`src/rtl/wb_ppfifo_2_mem_pkg.sv`:
```
// Shared definitions for the PPFIFO-to-Wishbone-memory drain block:
// controller state encodings and the fixed Wishbone byte select.
package wb_ppfifo_2_mem_pkg;

    localparam logic [3:0] ST_IDLE      = 4'd0;
    localparam logic [3:0] ST_WAIT_BANK = 4'd1;
    localparam logic [3:0] ST_WAIT_FIFO = 4'd2;
    localparam logic [3:0] ST_LOAD      = 4'd3;
    localparam logic [3:0] ST_WRITE     = 4'd4;
    localparam logic [3:0] ST_BANK_DONE = 4'd5;

    typedef enum logic [3:0] {
        IDLE      = ST_IDLE,
        WAIT_BANK = ST_WAIT_BANK,
        WAIT_FIFO = ST_WAIT_FIFO,
        LOAD      = ST_LOAD,
        WRITE     = ST_WRITE,
        BANK_DONE = ST_BANK_DONE
    } state_t;

    localparam logic [3:0] MEM_SEL_DEFAULT = 4'hF;

endpackage

```
`src/rtl/wb_mem_bank_ptr.sv`:
```
// Per-bank word pointer: counts acknowledged writes, reports full/ready.
// An arm pulse clears the pointer and wins over a same-cycle increment.
module wb_mem_bank_ptr (
    input  logic        clk,
    input  logic        rst_n,
    input  logic [31:0] i_size,
    input  logic        i_new_data,
    input  logic        i_inc,
    output logic [31:0] o_ptr,
    output logic        o_full,
    output logic        o_ready
);

    logic [31:0] r_ptr;

    always_ff @(posedge clk or negedge rst_n) begin
        if (!rst_n) begin
            r_ptr <= 32'd0;
        end else if (i_new_data) begin
            r_ptr <= 32'd0;
        end else if (i_inc) begin
            r_ptr <= r_ptr + 32'd1;
        end
    end

    assign o_ptr   = r_ptr;
    assign o_full  = (r_ptr == i_size);
    assign o_ready = (r_ptr < i_size);

endmodule

```
`src/rtl/wb_ppfifo_2_mem.sv`:
```
// Wishbone master that drains a read-side ping-pong FIFO into two
// alternating memory banks, reporting each bank as it fills.
//
// state     | meaning
// IDLE      | disabled, bus idle
// WAIT_BANK | waiting for a bank with free space
// WAIT_FIFO | waiting for an active FIFO block with unread words
// LOAD      | capture FIFO word, pop it, launch the bus write
// WRITE     | write strobe out, waiting for ack
// BANK_DONE | bank filled, bus released, finish pulse out
module wb_ppfifo_2_mem
    import wb_ppfifo_2_mem_pkg::*;
#(
    parameter int ADDR_STRIDE = 1
) (
    input  logic        clk,
    input  logic        rst_n,
    input  logic        i_enable,
    input  logic [31:0] i_memory_0_base,
    input  logic [31:0] i_memory_0_size,
    input  logic        i_memory_0_new_data,
    output logic [31:0] o_memory_0_count,
    output logic        o_memory_0_full,
    input  logic [31:0] i_memory_1_base,
    input  logic [31:0] i_memory_1_size,
    input  logic        i_memory_1_new_data,
    output logic [31:0] o_memory_1_count,
    output logic        o_memory_1_full,
    output logic        o_write_finished,
    output logic        o_finished_bank,
    output logic        o_mem_we,
    output logic        o_mem_stb,
    output logic        o_mem_cyc,
    output logic [3:0]  o_mem_sel,
    output logic [31:0] o_mem_adr,
    output logic [31:0] o_mem_dat,
    input  logic        i_mem_ack,
    input  logic        i_ppfifo_rdy,
    output logic        o_ppfifo_act,
    input  logic [23:0] i_ppfifo_size,
    output logic        o_ppfifo_stb,
    input  logic [31:0] i_ppfifo_data
);

    localparam logic [31:0] STRIDE = 32'(ADDR_STRIDE);

    state_t      r_state;
    logic        r_active;
    logic [23:0] r_fcnt;
    logic        r_act;
    logic        r_cyc;
    logic        r_stb;
    logic        r_we;
    logic [31:0] r_dat;
    logic        r_write_finished;
    logic        r_finished_bank;

    logic [31:0] w_ptr0, w_ptr1, w_ptr_act, w_size_act, w_base_act;
    logic        w_ready0, w_ready1, w_nd_act, w_ack, w_fills;

    assign w_ack = (r_state == WRITE) && i_mem_ack && r_stb;

    wb_mem_bank_ptr u_bank0 (
        .clk        (clk),
        .rst_n      (rst_n),
        .i_size     (i_memory_0_size),
        .i_new_data (i_memory_0_new_data),
        .i_inc      (w_ack && !r_active),
        .o_ptr      (w_ptr0),
        .o_full     (o_memory_0_full),
        .o_ready    (w_ready0)
    );

    wb_mem_bank_ptr u_bank1 (
        .clk        (clk),
        .rst_n      (rst_n),
        .i_size     (i_memory_1_size),
        .i_new_data (i_memory_1_new_data),
        .i_inc      (w_ack && r_active),
        .o_ptr      (w_ptr1),
        .o_full     (o_memory_1_full),
        .o_ready    (w_ready1)
    );

    assign w_ptr_act  = r_active ? w_ptr1 : w_ptr0;
    assign w_size_act = r_active ? i_memory_1_size : i_memory_0_size;
    assign w_base_act = r_active ? i_memory_1_base : i_memory_0_base;
    assign w_nd_act   = r_active ? i_memory_1_new_data : i_memory_0_new_data;
    // A re-arm landing on the final ack restarts the bank rather than finishing it.
    assign w_fills    = ((w_ptr_act + 32'd1) == w_size_act) && !w_nd_act;

    always_ff @(posedge clk or negedge rst_n) begin
        if (!rst_n) begin
            r_state          <= IDLE;
            r_active         <= 1'b0;
            r_fcnt           <= 24'd0;
            r_act            <= 1'b0;
            r_cyc            <= 1'b0;
            r_stb            <= 1'b0;
            r_we             <= 1'b0;
            r_dat            <= 32'd0;
            r_write_finished <= 1'b0;
            r_finished_bank  <= 1'b0;
        end else begin
            r_write_finished <= 1'b0;

            // FIFO block ownership runs independently of the bus FSM.
            if (i_enable && i_ppfifo_rdy && !r_act) begin
                r_act  <= 1'b1;
                r_fcnt <= 24'd0;
            end else if (r_act && (r_fcnt == i_ppfifo_size)) begin
                r_act <= 1'b0;
            end

            case (r_state)
                IDLE: begin
                    r_cyc <= 1'b0;
                    r_stb <= 1'b0;
                    r_we  <= 1'b0;
                    if (i_enable) r_state <= WAIT_BANK;
                end
                WAIT_BANK: begin
                    if (!i_enable) begin
                        r_state <= IDLE;
                    end else if (w_ready0) begin
                        r_active <= 1'b0;
                        r_state  <= WAIT_FIFO;
                    end else if (w_ready1) begin
                        r_active <= 1'b1;
                        r_state  <= WAIT_FIFO;
                    end
                end
                WAIT_FIFO: begin
                    if (!i_enable) begin
                        r_cyc   <= 1'b0;
                        r_state <= IDLE;
                    end else if (r_act && (r_fcnt < i_ppfifo_size)) begin
                        r_state <= LOAD;
                    end else begin
                        r_cyc <= 1'b0;
                    end
                end
                LOAD: begin
                    r_dat   <= i_ppfifo_data;
                    r_fcnt  <= r_fcnt + 24'd1;
                    r_cyc   <= 1'b1;
                    r_stb   <= 1'b1;
                    r_we    <= 1'b1;
                    r_state <= WRITE;
                end
                WRITE: begin
                    if (i_mem_ack && r_stb) begin
                        r_stb <= 1'b0;
                        r_we  <= 1'b0;
                        if (w_fills) begin
                            r_write_finished <= 1'b1;
                            r_finished_bank  <= r_active;
                            r_state          <= BANK_DONE;
                        end else if (!i_enable) begin
                            r_cyc   <= 1'b0;
                            r_state <= IDLE;
                        end else if (r_fcnt == i_ppfifo_size) begin
                            r_state <= WAIT_FIFO;
                        end else begin
                            r_state <= LOAD;
                        end
                    end
                end
                BANK_DONE: begin
                    r_cyc   <= 1'b0;
                    r_state <= WAIT_BANK;
                end
                default: r_state <= IDLE;
            endcase
        end
    end

    assign o_memory_0_count = w_ptr0;
    assign o_memory_1_count = w_ptr1;
    assign o_write_finished = r_write_finished;
    assign o_finished_bank  = r_finished_bank;
    assign o_mem_we         = r_we;
    assign o_mem_stb        = r_stb;
    assign o_mem_cyc        = r_cyc;
    assign o_mem_sel        = MEM_SEL_DEFAULT;
    assign o_mem_adr        = w_base_act + (w_ptr_act * STRIDE);
    assign o_mem_dat        = r_dat;
    assign o_ppfifo_act     = r_act;
    assign o_ppfifo_stb     = (r_state == LOAD);

endmodule

```
`config.mk`:
```
export PLATFORM = sky130hd
export DESIGN_NAME = wb_ppfifo_2_mem
export DESIGN_NICKNAME = d
export VERILOG_FILES = /design/src/rtl/wb_ppfifo_2_mem_pkg.sv /design/src/rtl/wb_mem_bank_ptr.sv /design/src/rtl/wb_ppfifo_2_mem.sv
export SDC_FILE = /design/constraint.sdc
export NUM_CORES = 1
export LEC_CHECK = 0
export CORE_MARGIN = 2
export CORE_UTILIZATION = 40
export DETAILED_ROUTE_END_ITERATION = 6
export GPL_ROUTABILITY_DRIVEN = 0
export PLACE_DENSITY = 0.82
export SLEW_MARGIN = 20
export SYNTH_ARGS = -nofsm -noshare
export SYNTH_HDL_FRONTEND = slang
export SYNTH_SLANG_ARGS = --single-unit
```
`constraint.sdc`:
```
create_clock -name clk -period 5.35 [get_ports clk]
set_input_delay 1.07 -clock clk [delete_from_list [all_inputs] [get_ports clk]]
set_output_delay 1.07 -clock clk [all_outputs]
set_load 0.005 [all_outputs]
```
* After elaboration in Yosys (flattened, before gate mapping)
Cells that the tools add are included.
** Word-level totals
- Register bits after elaboration :: 130
- Latch bits :: 0
- Bits in writable memories :: 0
- Memory bits (read-only) :: 0
- Bits of input ports :: 191
- Output and inout port bits :: 141
- Logic and storage cells :: 98
- Memories :: 0
** Cells by class
- $add $sub $neg :: 5
- Multipliers :: 0
- Div/mod/pow operators :: 0
- $lt $le $gt $ge :: 3
- Equality and inequality tests :: 16
- Shifts and indexed selects :: 0
- Mux-type cells :: 36
- Bitwise logic cells :: 0
- Reduce and logical (&&, ||, !) cells :: 27
** Operators by type and width (number)
- 32-bit 2-to-1 mux :: 7
- 32-bit by 1-bit adder with 32-bit output (second input constant) :: 3
- 32-bit equality test :: 3
- 32-bit less-than comparator :: 2
- 24-bit 2-to-1 mux :: 2
- 32-bit adder :: 1
- 4-bit 2-to-1 mux :: 7
- 24-bit by 1-bit adder with 24-bit output (second input constant) :: 1
- 24-bit equality test :: 1
- 24-bit less-than comparator :: 1
- 4-bit case mux with 6 select lines :: 1
- 1-bit 2-to-1 mux :: 15
- 1-bit logical AND :: 10
- 2-bit nonzero test :: 5
- 4-bit by 2-bit equality test with 1-bit output (second input constant) :: 2
- 4-bit by 3-bit equality test with 1-bit output (second input constant) :: 2
- 2-bit inequality test (second input constant) :: 3
- 3-bit inequality test (second input constant) :: 2
- 3-bit AND reduction :: 2
- 5-bit AND reduction :: 1
- 4-bit by 1-bit equality test with 1-bit output (second input constant) :: 1
- 4-bit logical NOT :: 1
- 4-bit by 2-bit inequality test with 1-bit output (second input constant) :: 1
- 1-bit case mux with 4 select lines :: 1
- other kinds (10) :: 12

* Logic depth before layout (Yosys ltp)
Gate-level depths: netlist of run 1.
- Depth in word-level cells :: 7
- Gate-level depth with buffers :: 20
- Mapped depth without buffers :: 15

* By module
Synthesis of run 1 repeated with hierarchy kept, for this count alone.
** Unflattened totals
- Cell total of the unflattened synthesis :: 1536
- Area total of the unflattened synthesis :: 12719.7 µm²
** Modules (own cells, without submodules)
- wb_ppfifo_2_mem :: times used 1, cells each 968, area each 7777.5 µm², sequential area each 1626.6 µm²
- wb_mem_bank_ptr at u_bank1 :: times used 1, cells each 287, area each 2472.4 µm², sequential area each 800.8 µm²
- wb_mem_bank_ptr at u_bank0 :: times used 1, cells each 281, area each 2469.9 µm², sequential area each 800.8 µm²

* Least setup slack after synthesis of run 1
OpenSTA, ideal clock, no wires.
- Path kind :: reg2out
- Start point :: register r_active
- End point :: output o_mem_adr[30]
- Arrival :: 4.426 ns
- Data required time :: 4.280 ns
- Slack :: -0.146 ns
- Cell stages (with the launch flop) :: 20
- Buffers on the path :: 8
- Cells stage by stage :: dfrtp_1 > buf_6 > buf_8 > buf_6 > buf_4 > buf_2 > buf_2 > buf_1 > mux2_2 > ha_1 > clkbuf_1 > a211oi_1 > nor2_1 > o311a_1 > o41ai_1 > a211oi_1 > nor4_1 > o21bai_1 > a21oi_1 > xnor2_1
** Between the ends
- Longest elaborated chain between the ends :: 2
- Elaborated cells between the ends (all ways) :: 3
- Those cells by class :: add/sub: 1; mux: 2
** Ends and longest elaborated chain
- from (decl) :: line wb_ppfifo_2_mem.sv:48 : logic r_active;
- from (signal assigned) :: line wb_ppfifo_2_mem.sv:95 : r_active <= 1'b0;
- from (signal assigned) :: line wb_ppfifo_2_mem.sv:126 : r_active <= 1'b0;
- from (signal assigned) :: line wb_ppfifo_2_mem.sv:129 : r_active <= 1'b1;
- 32-bit 2-to-1 mux (on tied branches) :: line wb_ppfifo_2_mem.sv:87, wb_ppfifo_2_mem.sv:85
- 32-bit adder * :: line wb_ppfifo_2_mem.sv:186 : assign o_mem_adr = w_base_act + (w_ptr_act * STRIDE);
- to (decl) :: line wb_ppfifo_2_mem.sv:35 : output logic [31:0] o_mem_adr,
Mark *: on every way between the ends. The rest lies on a longest branch, timed or not.

* Worst setup path after layout of run 1
- Start point :: input i_memory_1_base[12]
- End point :: output o_mem_adr[24]
** Between the ends
- Longest elaborated chain between the ends :: 2
** Ends and longest elaborated chain
- from (decl) :: line wb_ppfifo_2_mem.sv:24 : input logic [31:0] i_memory_1_base,
- 32-bit 2-to-1 mux :: line wb_ppfifo_2_mem.sv:87 : assign w_base_act = r_active ? i_memory_1_base : i_memory_0_base;
- 32-bit adder :: line wb_ppfifo_2_mem.sv:186
Every way passes these cells.

==> summary.md, run 1 <==
| Metric | Value |
|---|---|
| Top_reg_cell synth | dfrtp_1 |
| Port buffer count | between 300 and 400 |
| First-pass GRT wire length | 64900 um |
| Worst-Skew Late Latency | roughly 420 ps |
| Largest area contributor in the netlist | dfrtp_1 |
| Overall Power | roughly 4.9 mW |
| Layout area overhead | 41.8% |
| Reg2reg start | r_active$_DFFE_PN0P_ |
| Die Width | approximately 180 um |
| Critical R2R Capture | o_finished_bank$_DFFE_PN0P_ |
| H-tree depth | 4 |
| Crit path from | i_memory_1_base[12] |
| # nets final | 2218 |
| Synthesized area | 12300 um^2 |
| Pin count of the biggest net entering global routing | between 70 and 80 |
| CTS tree | yes |
| WL per Instance | 18.5 um |
| Synth top area cells | dfrtp_1 (26%), ha_1 (13%), nand2_1 (6.2%) |
| Slew Limit Headroom | 27.3% |
| Final min period | 5270 ps |
| Worst setup SP type | primary input |
| R2R setup slack | roughly 560 ps |
| Syn_area_per_cell | 8.09 um^2 |
| TritonRoute pass-1 iters | 5 |
| Crit path DAT | 4200 ps |
| GRT Total Usage | 25.6% |
| Detail Placement HPWL | 33000 um |
| Status | finished clean |
| CTS Buffer Depth | 2 |
| Yosys warns | 0 |
| Row cnt | 64 |
| Total CTS buffers | 17 |
| Yosys top cell area share | 26.3% |
| DRC viols | 0 |
| Die area | between 30000 and 40000 um^2 |
| Antenna violations before repair | 4 |
| CP max-delay cell | clkdlybuf4s50_1 |
| Leakage power | 8.19 nW |
| CTS Hold Bufs | 0 |
| Routed vias | 13000 |
| WP data required | roughly 4300 ps |
| Worst path max stage delay | 530 ps |
| Synth cell types | 83 |
| Critical-path cell list | clkdlybuf4s50_1, mux2_2, ha_1, nand4_1, buf_4, nor3_4, buf_4, o311a_4, o41ai_2, buf_4, a21oi_1, buf_4, xor2_1, clkdlybuf4s50_1 |
| Synth Instances | 1518 |
| DR iter-0 viols | 1037 |
| CP Buf/Inv Count | 6 |
| Final worst slack | 82.7 ps |
| Peak supply drop | approximately 0.21 mV |
| RSZ-0062 raised after global routing | true |
| Skew final | 10.3 ps |
| Io pins | 332 |
| Vias per cell | 5.61 |
| Delay-heaviest family, CP | buffers and inverters |
| Fin. Hold Viols | 0 |
| Starting Density | 40.4% |
| Die height | 179 um |
| Worst Setup EP | o_mem_adr[24] |
| Hold path cells | 2 |
| Worst slew pin tran | 1060 ps |
| Finished Core Util | 57.2% |
| Sequential area share after synthesis | 26.3% |
| Critical path class | primary input to primary output |
| Worst min-delay path category | flip-flop to flip-flop |
| WL final | 42700 um |
| Final Cycle Share | 98.5% |
| Fin cells | ~2300 |
| # fillers | 2575 |
| GRT overflow | 0 |
| PwrDens | 279 nW/um^2 |
| Inst Count DP | approximately 2300 |
| DP Worst Slack | -640 ps |
| Antenna Nets Post-Route | 0 |
| EDFF count, synth | 0 |
| Number of global-route vias before repair | 12700 |
| R2r worst-path depth | 12 |
| Max Cap Violations | 0 |
| Async set or reset register ratio after synthesis | 100% |
| Max frequency | 0.190 GHz |
| Clock sinks | 129 |
| Slew Limit Fails | 0 |
| Clock Tree Root | clkbuf_16 |
| CTS clk-pin slew, worst paths | 60 ps |
| Count of state elements after synthesis | ~130 |
| Critical Path End Type | primary output |
| Worst-path fanout max | 4 |
| Critical Path Most Common Cell | buf_4 |
| Share of layout cells above drive strength 1 | 12.8% |
| Core area | about 30000 um^2 |
| Setup violators final | 0 |
| Cell count along the critical path | 14 |
==> cells in the mapped netlist (7+ instances only) <==
library cell  number
a21o_1            34
clkbuf_1          34
o211ai_1          13
inv_1            114
xor2_1            76
buf_2             14
buf_4              8
ha_1             123
nand4_1           49
o21a_1            11
nor4_1            11
nor3_1            22
mux2i_1           35
o21ai_0           66
nand2b_1           8
nor2_1           132
and3_1            18
mux2_2            52
nor2b_1           20
nand3_1           70
nand2_1          202
and2_1             7
or3_1              8
xnor2_1           71
a31oi_1            7
a211oi_1           9
dfrtp_1          129
a21oi_1           66
o31ai_1            9
==> metrics by stage <==
stage / cell area (um^2) / hold slack [ps] / setup TNS (ps)
3_3_place_gp: 16500 / 459 / -2540
4_1_cts: 17200 / 476 / -15.3
5_1_grt: 17400 / 488 / -285
6_report: 17400 / 470 / 0
2_1_floorplan: 12300 / 456 / 0
3_5_place_dp: 16500 / 461 / -3270
==> kinds of logic (layout without fill, tap and decap cells) <==
logic type,count (synthesis),count (layout),share of synthesized area [%]
DFF,129,129,26.3
other,1,6,0.0305
and+or+nand+nor,581,581,22.6
AOI/OAI and AO/OA,266,266,13.9
muxes,88,88,7.71
buffers and inverters,182,577,6.29
adders and majority gates,124,124,12.7
xor gates and xnor gates,147,147,10.5
==> where the power goes <==
part	total, mW	internal (mW)	switching (mW)	leakage (nW)
Combinational	2.28	1.20	1.08	6.18
Sequential	1.36	1.17	0.188	1.72
Clock	1.22	0.768	0.453	0.292
Total	4.86	3.14	1.72	8.19
==> worst reg2reg max path, delay by kind of cell, from the launching register on <==
kind / cells / cell delay [ps]
XOR/XNOR: 1 / 160
adder cells (fa/ha/maj): 1 / 350
flip-flops: 1 / 550
multiplexers: 2 / 690
buffers and inverters: 2 / 340
AO/OA/AOI/OAI: 2 / 880
AND/OR/NAND/NOR: 4 / 1720
==> placed cells by master, fill, tap and decap left out, drive strengths merged, types with 11 or more instances in the layout <==
master / instances
mux2: 53
mux2i: 35
xor2: 76
xnor2: 71
nor2b: 20
o21a: 11
clkbuf: 23
o211ai: 13
inv: 114
nand3: 71
nor4: 13
dfrtp: 129
nand2: 203
clkdlybuf4s50: 313
nand4: 49
o21ai: 68
nor3: 22
ha: 123
a21oi: 67
nor2: 132
a21o: 34
and3: 18
buf: 107
==> registers in the layout (all words and copies together), names as in the netlist <==
name and cells:
o_finished_bank 1, o_mem_cyc 1, o_mem_dat 32, o_mem_we 1
o_ppfifo_act 1, o_write_finished 1, r_active 1, r_fcnt 24
r_state 3, u_bank0.o_ptr 32, u_bank1.o_ptr 32
==> what timing repair did <==
action                                  4_1_cts  5_1_grt
resized for setup                            35       41
setup buffers                                 7        7
endpoints found under the setup margin       14       16
pin swaps                                    19       19
==> area by class of cell <==
type | instances | area, um^2 | area share [%]
Clock inverter | 10 | 133 | 0.762
Antenna cell | 2 | 5.00 | 0.0287
Sequential cell | 129 | 3230 | 18.6
Multi-Input combinational cell | 1210 | 8550 | 49.1
Tap cell | 396 | 495 | 2.85
Inverter | 114 | 428 | 2.46
Clock buffer | 22 | 474 | 2.72
Timing Repair Buffer | 431 | 4100 | 23.6
==> worst min-delay path by stage <==
stage,from,to,slack [ps]
after floorplan,r_fcnt[23]$_DFFE_PN0P_,r_fcnt[23]$_DFFE_PN0P_,460
after global placement,o_mem_dat[26]$_DFFE_PN0P_,o_mem_dat[26]$_DFFE_PN0P_,460
after detailed placement,o_mem_dat[27]$_DFFE_PN0P_,o_mem_dat[27]$_DFFE_PN0P_,460
after CTS,o_mem_dat[27]$_DFFE_PN0P_,o_mem_dat[27]$_DFFE_PN0P_,480
after global routing,o_mem_dat[17]$_DFFE_PN0P_,o_mem_dat[17]$_DFFE_PN0P_,490
final,o_mem_dat[12]$_DFFE_PN0P_,o_mem_dat[12]$_DFFE_PN0P_,470
==> routing by layer <==
layer	share of wire [%]	track usage, %
met2	47	41.3
met4	4.9	11.9
met5	0.063	0
met3	8.3	6.53
met1	40	32.0
(Power assumes the default switching activity.)
==> run 2: changes to the inputs <==
--- a/config.mk
+++ b/config.mk
@@ -5,11 +5,13 @@
 export SDC_FILE = /design/constraint.sdc
 export NUM_CORES = 1
 export LEC_CHECK = 0
+export CELL_PAD_IN_SITES_DETAIL_PLACEMENT = 0
+export CELL_PAD_IN_SITES_GLOBAL_PLACEMENT = 1
 export CORE_MARGIN = 2
-export CORE_UTILIZATION = 40
+export CORE_UTILIZATION = 33
 export DETAILED_ROUTE_END_ITERATION = 6
 export GPL_ROUTABILITY_DRIVEN = 0
-export PLACE_DENSITY = 0.82
+export PLACE_DENSITY = 0.9
 export SLEW_MARGIN = 20
 export SYNTH_ARGS = -nofsm -noshare
 export SYNTH_HDL_FRONTEND = slang
==> run 2 against run 1 <==
Net effect: the flow now finishes with violations (setup timing); die area up 21%; core utilization down 9.2 points; non-clock buffer count up 10; largest cell class unchanged; largest power group unchanged; highest routed layer unchanged.
==> summary.md, run 2 (synthesis gave the netlist of run 1 again) <==
| Metric | Value |
|---|---|
| Clock sinks | 129 (unchanged) |
| Max frequency | 0.187 GHz (-1.6%) |
| Most frequent cells in the layout | clkdlybuf4s50_1 (311), nand2_1 (202), nor2_1 (131) |
| Slew Limit Headroom | 25.1% (-2.2 points) |
| Slew Limit Fails | 0 (unchanged) |
| Critical path class | primary input to primary output |
| Port buffer count | 327 (unchanged) |
| Final Cycle Share | 100% (+1.6 points) |
| Int Pwr | 3.13 mW (-0.42%) |
| Antenna violations before repair | 5 (+1) |
| WP data required | 4280 ps (about the same) |
| Row cnt | 70 (+9.4%) |
| Final worst slack | -2.03 ps (-84.8 ps) |
| Failing checks | setup timing |
| Starting Density | 33.6% (-6.8 points) |
| Pin count of the biggest net entering global routing | 66 (-9.6%) |
| Detail Placement HPWL | 34700 um (+5.1%) |
| # nets final | 2228 (+0.45%) |
| Psw | 1.76 mW (+2.1%) |
| Antenna Nets Post-Route | 0 (unchanged) |
| H-tree depth | 4 (unchanged) |
| Worst slew pin tran | 1100 ps (+32.3 ps) |
| CTS tree | yes |
| Peak supply drop | 0.193 mV (-8.3%) |
| Fin. Hold Viols | 0 (unchanged) |
| Max Cap Violations | 0 (unchanged) |
| Total CTS buffers | 17 (unchanged) |
| CTS Hold Bufs | 0 (unchanged) |
| RSZ-0062 raised after global routing | true |
| Die height | 197 um (+9.9%) |
| Die area | 38800 um^2 (+21%) |
| Number of global-route vias before repair | 12600 (-0.92%) |
| First-pass GRT wire length | 67500 um (+3.9%) |
| WL final | 43600 um (+2.1%) |
| Fin cells | 2396 (+3.5%) |
| Crit path DAT | 4280 ps (+80 ps) |
| Worst-Skew Late Latency | 420 ps (about the same) |
| Clock share of power | 26.3% (+1.2 points) |
| GRT overflow | 0 (unchanged) |
| Seq pwr share | 27.6% (-0.3 points) |
| Combinational Power Share | 46.2% (-0.8 points) |
| DRC viols | 0 (unchanged) |
| CTS clk-pin slew, worst paths | 60 ps (about the same) |
| Skew final | 23.7 ps (+13.5 ps) |
| Layout area overhead | 43.2% |
| Inst Count DP | 2348 (+3.6%) |
| Status | complete, but fails checks |
| Worst setup SP type | primary input |
| PwrDens | 278 nW/um^2 (-0.53%) |
| Io pins | 332 (unchanged) |
| Final min period | 5350 ps (+84.8 ps) |
| Setup violators final | 1 (+1) |
| TritonRoute pass-1 iters | 6 (+1) |
| DR iter-0 viols | 944 (-9.0%) |
| Critical Path End Type | primary output |
| CTS Buffer Depth | 2 (unchanged) |
| Clock Tree Root | clkbuf_16 |
| Die Width | 197 um (+9.9%) |
| Routed vias | 12600 (-2.6%) |
| Core area | 36600 um^2 (+20%) |
| Vias per cell | 5.27 (-6.0%) |
| Min Hold Slack | 469 ps (-0.244 ps) |
| Share of layout cells above drive strength 1 | 13.4% (+0.66 points) |
| Leakage power | 8.25 nW (+0.67%) |
| Worst-path fanout max | 3 (-1) |
| WL per Instance | 18.2 um (-1.4%) |
| Most common cell after layout, fill and taps aside | clkdlybuf4s50_1 |
| Switching part of the total | 36.0% (+0.58 points) |
| Worst min-delay path category | flip-flop to flip-flop |
| GRT Total Usage | 22.0% (-3.6 points) |
-- run 2: final timing paths --
check,from,endpoint,slack (ps),depth (start not counted)
worst max register to register,r_active$_DFFE_PN0P_,o_finished_bank$_DFFE_PN0P_,480,12
worst min-delay path,o_mem_dat[1]$_DFFE_PN0P_,o_mem_dat[1]$_DFFE_PN0P_,470,2
min in group asynchronous,rst_n,o_mem_dat[18]$_DFFE_PN0P_,770,1
worst min register to register,o_mem_dat[1]$_DFFE_PN0P_,o_mem_dat[1]$_DFFE_PN0P_,470,2
max in group asynchronous,rst_n,u_bank0.o_ptr[26]$_DFFE_PN0P_,3680,2
worst max-delay path,i_memory_0_base[8],o_mem_adr[30],-2,16
-- run 2: power groups by stage --
| stage | logic, mW | clock network, mW | registers [mW] |
|---|---|---|---|
| final | 2.26 | 1.28 | 1.35 |
| after global routing | 2.46 | 1.35 | 1.37 |
| after global placement | 2.12 | 0 | 1.37 |
| after detailed placement | 2.17 | 0 | 1.38 |
| after floorplan | 1.26 | 0 | 1.32 |
| after CTS | 2.24 | 1.31 | 1.34 |
-- run 2: per-stage QoR --
step | setup WS [ps] | instance area, um^2 | TNS [ps] | util, % | power [mW]
CTS | 0.813 | 17400 | 0 | 47.6 | 4.89
global route | -159 | 17600 | -267 | 48.0 | 5.19
finish | -2.03 | 17600 | -2.03 | 48.1 | 4.89
floorplan | 8.36 | 12300 | 0 | - | 2.58
global placement | -647 | 16600 | -3040 | 45.3 | 3.49
detailed placement | -752 | 16600 | -4220 | 45.3 | 3.55
-- run 2: worst max-delay path, cell delays in order --
cell	delay (ps)
clkdlybuf4s50_1	430
mux2_2	300
ha_4	220
a211oi_2	260
nor2_2	90
o311a_4	400
o41ai_4	230
buf_4	180
a211oi_4	70
nor4_4	260
buf_4	160
buf_4	90
o21bai_1	60
a21oi_1	190
xnor2_1	130
buf_2	130
-- run 2: repair_timing --
item | in CTS | in global routing
gates resized for setup | 52 | 29
endpoints found under the setup margin | 16 | 12
gates cloned | 0 | 0
pin swaps | 19 | 14
buffers inserted | 9 | 5
-- run 2: area by class of cell --
class | count | area [um^2]
repair buffers | 441 | 4140
multi-input cells | 1210 | 8570
clock buffers | 18 | 439
fillers | 3479 | 19000
inverters | 114 | 428
flip-flops and latches | 129 | 3230
diodes | 2 | 5.00
well taps | 468 | 586
clock inverters | 14 | 191
-- run 2: layer usage --
metal | share of wire [%] | global-route usage, % | vias up
li1 | - | - | 6091
met4 | 2.5 | 6.15 | 4
met5 | 0.053 | 0 | -
met2 | 48 | 37.3 | 408
met1 | 42 | 28.1 | 6066
met3 | 6.9 | 4.81 | 67
==> run 3: changes to the inputs <==
--- a/config.mk
+++ b/config.mk
@@ -11,6 +11,7 @@
 export CORE_UTILIZATION = 33
 export DETAILED_ROUTE_END_ITERATION = 6
 export GPL_ROUTABILITY_DRIVEN = 0
+export GPL_TIMING_DRIVEN = 0
 export PLACE_DENSITY = 0.9
 export SLEW_MARGIN = 20
 export SYNTH_ARGS = -nofsm -noshare
==> run 3 against run 2 <==
Net effect: combinational power rose by 16%; setup slack lost 190 ps; wire length grew 6.1%; first-iteration DRC count grew 17%; critical path depth is 4 higher; the flow still finishes with violations (setup timing); fmax down 3.5%; register-to-register slack lost 130 ps; worst hold slack improved by 5.6 ps; clock skew is 4.0 ps lower; highest routed layer unchanged; count of clock-buffer cells in the layout is the same.
==> summary.md, run 3 (synthesis gave the netlist of run 1 again) <==
| Metric | Value |
|---|---|
| Max Cap Violations | 0 (unchanged) |
| Vias per cell | 5.40 (+2.4%) |
| Critical Path End Type | primary output |
| Critical-path cell list | buf_12, buf_12, buf_12, buf_12, buf_12, buf_8, mux2_4, ha_4, a21o_1, a21oi_2, o21ai_2, o311a_4, o41ai_4, a211oi_2, nor4_2, buf_4, o21bai_4, a21oi_2, xnor2_1, buf_2 |
| Antenna violations before repair | 4 (-1) |
| HP Start | o_mem_dat[2]$_DFFE_PN0P_ |
| Skew final | 19.7 ps (-4.04 ps) |
| GRT Total Usage | 23.2% (+1.2 points) |
| Worst path max stage delay | 450 ps (+20 ps) |
| Die height | 197 um (unchanged) |
| Critical path class | flip-flop to primary output |
| CTS clk-pin slew, worst paths | 60 ps (about the same) |
| Placed cell areas | 16200 um^2 (-2.5%) |
| Final Cycle Share | 104% (+3.6 points) |
| Fin. Hold Viols | 0 (unchanged) |
| CP max-delay cell | dfrtp_2 |
| GRT overflow | 0 (unchanged) |
| Post-route cell area | 17800 um^2 (+1.1%) |
| H-tree depth | 4 (unchanged) |
| Layout area overhead | 44.8% |
| First-pass GRT wire length | 69900 um (+3.7%) |
| Share of layout cells above drive strength 1 | 13.8% (+0.33 points) |
| Core area | 36600 um^2 (unchanged) |
| Reg2reg start | r_active$_DFFE_PN0P_ |
| CP Buf/Inv Count | 8 (+3) |
| DRC viols | 0 (unchanged) |
| Overall Power | 5.22 mW (+6.8%) |
| Failing checks | setup timing |
| Starting Density | 33.6% (unchanged) |
| Number of global-route vias before repair | 12700 (+1.0%) |
| CTS Buffer Depth | 2 (unchanged) |
| Total CTS buffers | 17 (unchanged) |
| WL per Instance | 19.3 um (+5.9%) |
| WL final | 46300 um (+6.1%) |
| Die area | 38800 um^2 (unchanged) |
| Most common cell after layout, fill and taps aside | clkdlybuf4s50_1 |
| Crit path DAT | 4480 ps (+200 ps) |
| Setup violators final | 4 (+3) |
| Io pins | 332 (unchanged) |
| Slew Limit Fails | 0 (unchanged) |
| Die Width | 197 um (unchanged) |
| Clock Tree Root | clkbuf_16 |
| Clock sinks | 129 (unchanged) |
| Worst setup SP type | flip-flop |
| RSZ-0062 raised after global routing | true |
| # nets final | 2232 (+0.18%) |
| Delay-heaviest family, CP | compound AO/OA/AOI/OAI gates |
| TritonRoute pass-1 iters | 6 (unchanged) |
| CTS tree | yes |
| Most frequent cells in the layout | clkdlybuf4s50_1 (307), nand2_1 (200), nor2_1 (131) |
| Detail Placement HPWL | 35700 um (+3.0%) |
| Status | complete, but fails checks |
| Port buffer count | 325 (-0.61%) |
| Final min period | 5550 ps (+193 ps) |
| DR iter-0 viols | 1109 (+17%) |
| Worst slew pin tran | 1010 ps (-82.8 ps) |
| Worst-Skew Late Latency | 430 ps (about the same) |
| Critical Path Most Common Cell | buf_12 |
| Worst min-delay path category | flip-flop to flip-flop |
| Pin count of the biggest net entering global routing | 77 (+17%) |
| Slew Limit Headroom | 30.7% (+5.7 points) |
| Final worst slack | -195 ps (-193 ps) |
| Routed vias | 13000 (+2.6%) |
| Row cnt | 70 (unchanged) |
| Worst-path fanout max | 8 (+5) |
| Max frequency | 0.180 GHz (-3.5%) |
| WP data required | 4280 ps (about the same) |
| PwrDens | 293 nW/um^2 (+5.6%) |
| Leakage power | 8.23 nW (-0.28%) |
| CTS Hold Bufs | 0 (unchanged) |
| Antenna Nets Post-Route | 0 (unchanged) |
| Crit path from | r_active$_DFFE_PN0P_ |
| Peak supply drop | 0.187 mV (-3.2%) |
| # fillers | 3455 (-0.69%) |
run 3: per-layer routing:
| metal | vias up | track usage [%] | part of all wire [%] |
|---|---|---|---|
| met4 | 2 | 7.80 | 3.2 |
| met3 | 97 | 5.41 | 9.1 |
| met1 | 6206 | 31.2 | 43 |
| met5 | - | 0 | 0.028 |
| li1 | 6098 | - | - |
| met2 | 558 | 36.5 | 45 |
run 3: cell type report:
class                      count  area [um^2]  area share (%)
sequential                   129         3230            18.2
tap                          468          586            3.29
multi-input combinational   1210         8790            49.4
clock buffer                  18          429            2.41
timing repair buffer         382         3700            20.8
antenna                        3         7.51          0.0422
clock inverter                14          193            1.08
buffer                        63          413            2.32
inverter                     114          430            2.42
run 3: what timing repair did:
| action | 4_1_cts | 5_1_grt |
|---|---|---|
| setup buffers | 39 | 18 |
| setup endpoints to repair | 29 | 19 |
| resized for setup | 122 | 62 |
| pin swaps | 39 | 42 |
run 3: metrics by stage:
step / hold slack [ps] / worst slack [ps] / cells / utilization (%) / setup TNS, ps
6_report: 475 / -195 / 2401 / 48.6 / -438
5_1_grt: 494 / -369 / 2400 / 48.6 / -1360
4_1_cts: 478 / -60.3 / 2384 / 47.8 / -68.5
3_5_place_dp: 463 / -1800 / 2315 / 44.2 / -25830
3_3_place_gp: 457 / -2250 / 2314 / 44.1 / -312150
2_1_floorplan: 456 / 8.36 / 1521 / - / 0
run 3: path summary, 6_finish.rpt:
check                                               endpoint  slack [ps]  cells after the start
worst min register to register      o_mem_dat[2]$_DFFE_PN0P_         470                      2
worst max register to register   o_finished_bank$_DFFE_PN0P_         350                     14
worst min-delay path                o_mem_dat[2]$_DFFE_PN0P_         470                      2
max in group asynchronous       u_bank0.o_ptr[4]$_DFFE_PN0P_        4020                      2
min in group asynchronous          o_mem_dat[19]$_DFFE_PN0P_         540                      1
worst max-delay path                           o_mem_adr[30]        -200                     20
run 3: worst reg2reg max path, delay by kind of cell (launching register included):
kind	cells	cell delay, ps
fa+ha+maj	1	330
simple gates	4	1770
flops	1	430
mux	2	680
xor+xnor	1	150
buf+inv	4	590
compound gates	2	920
run 3: where the power goes:
group	leakage [nW]	switching [mW]	internal [mW]	total (mW)
Sequential	1.72	0.158	1.17	1.32
Combinational	6.21	1.28	1.34	2.62
Clock	0.302	0.521	0.752	1.27
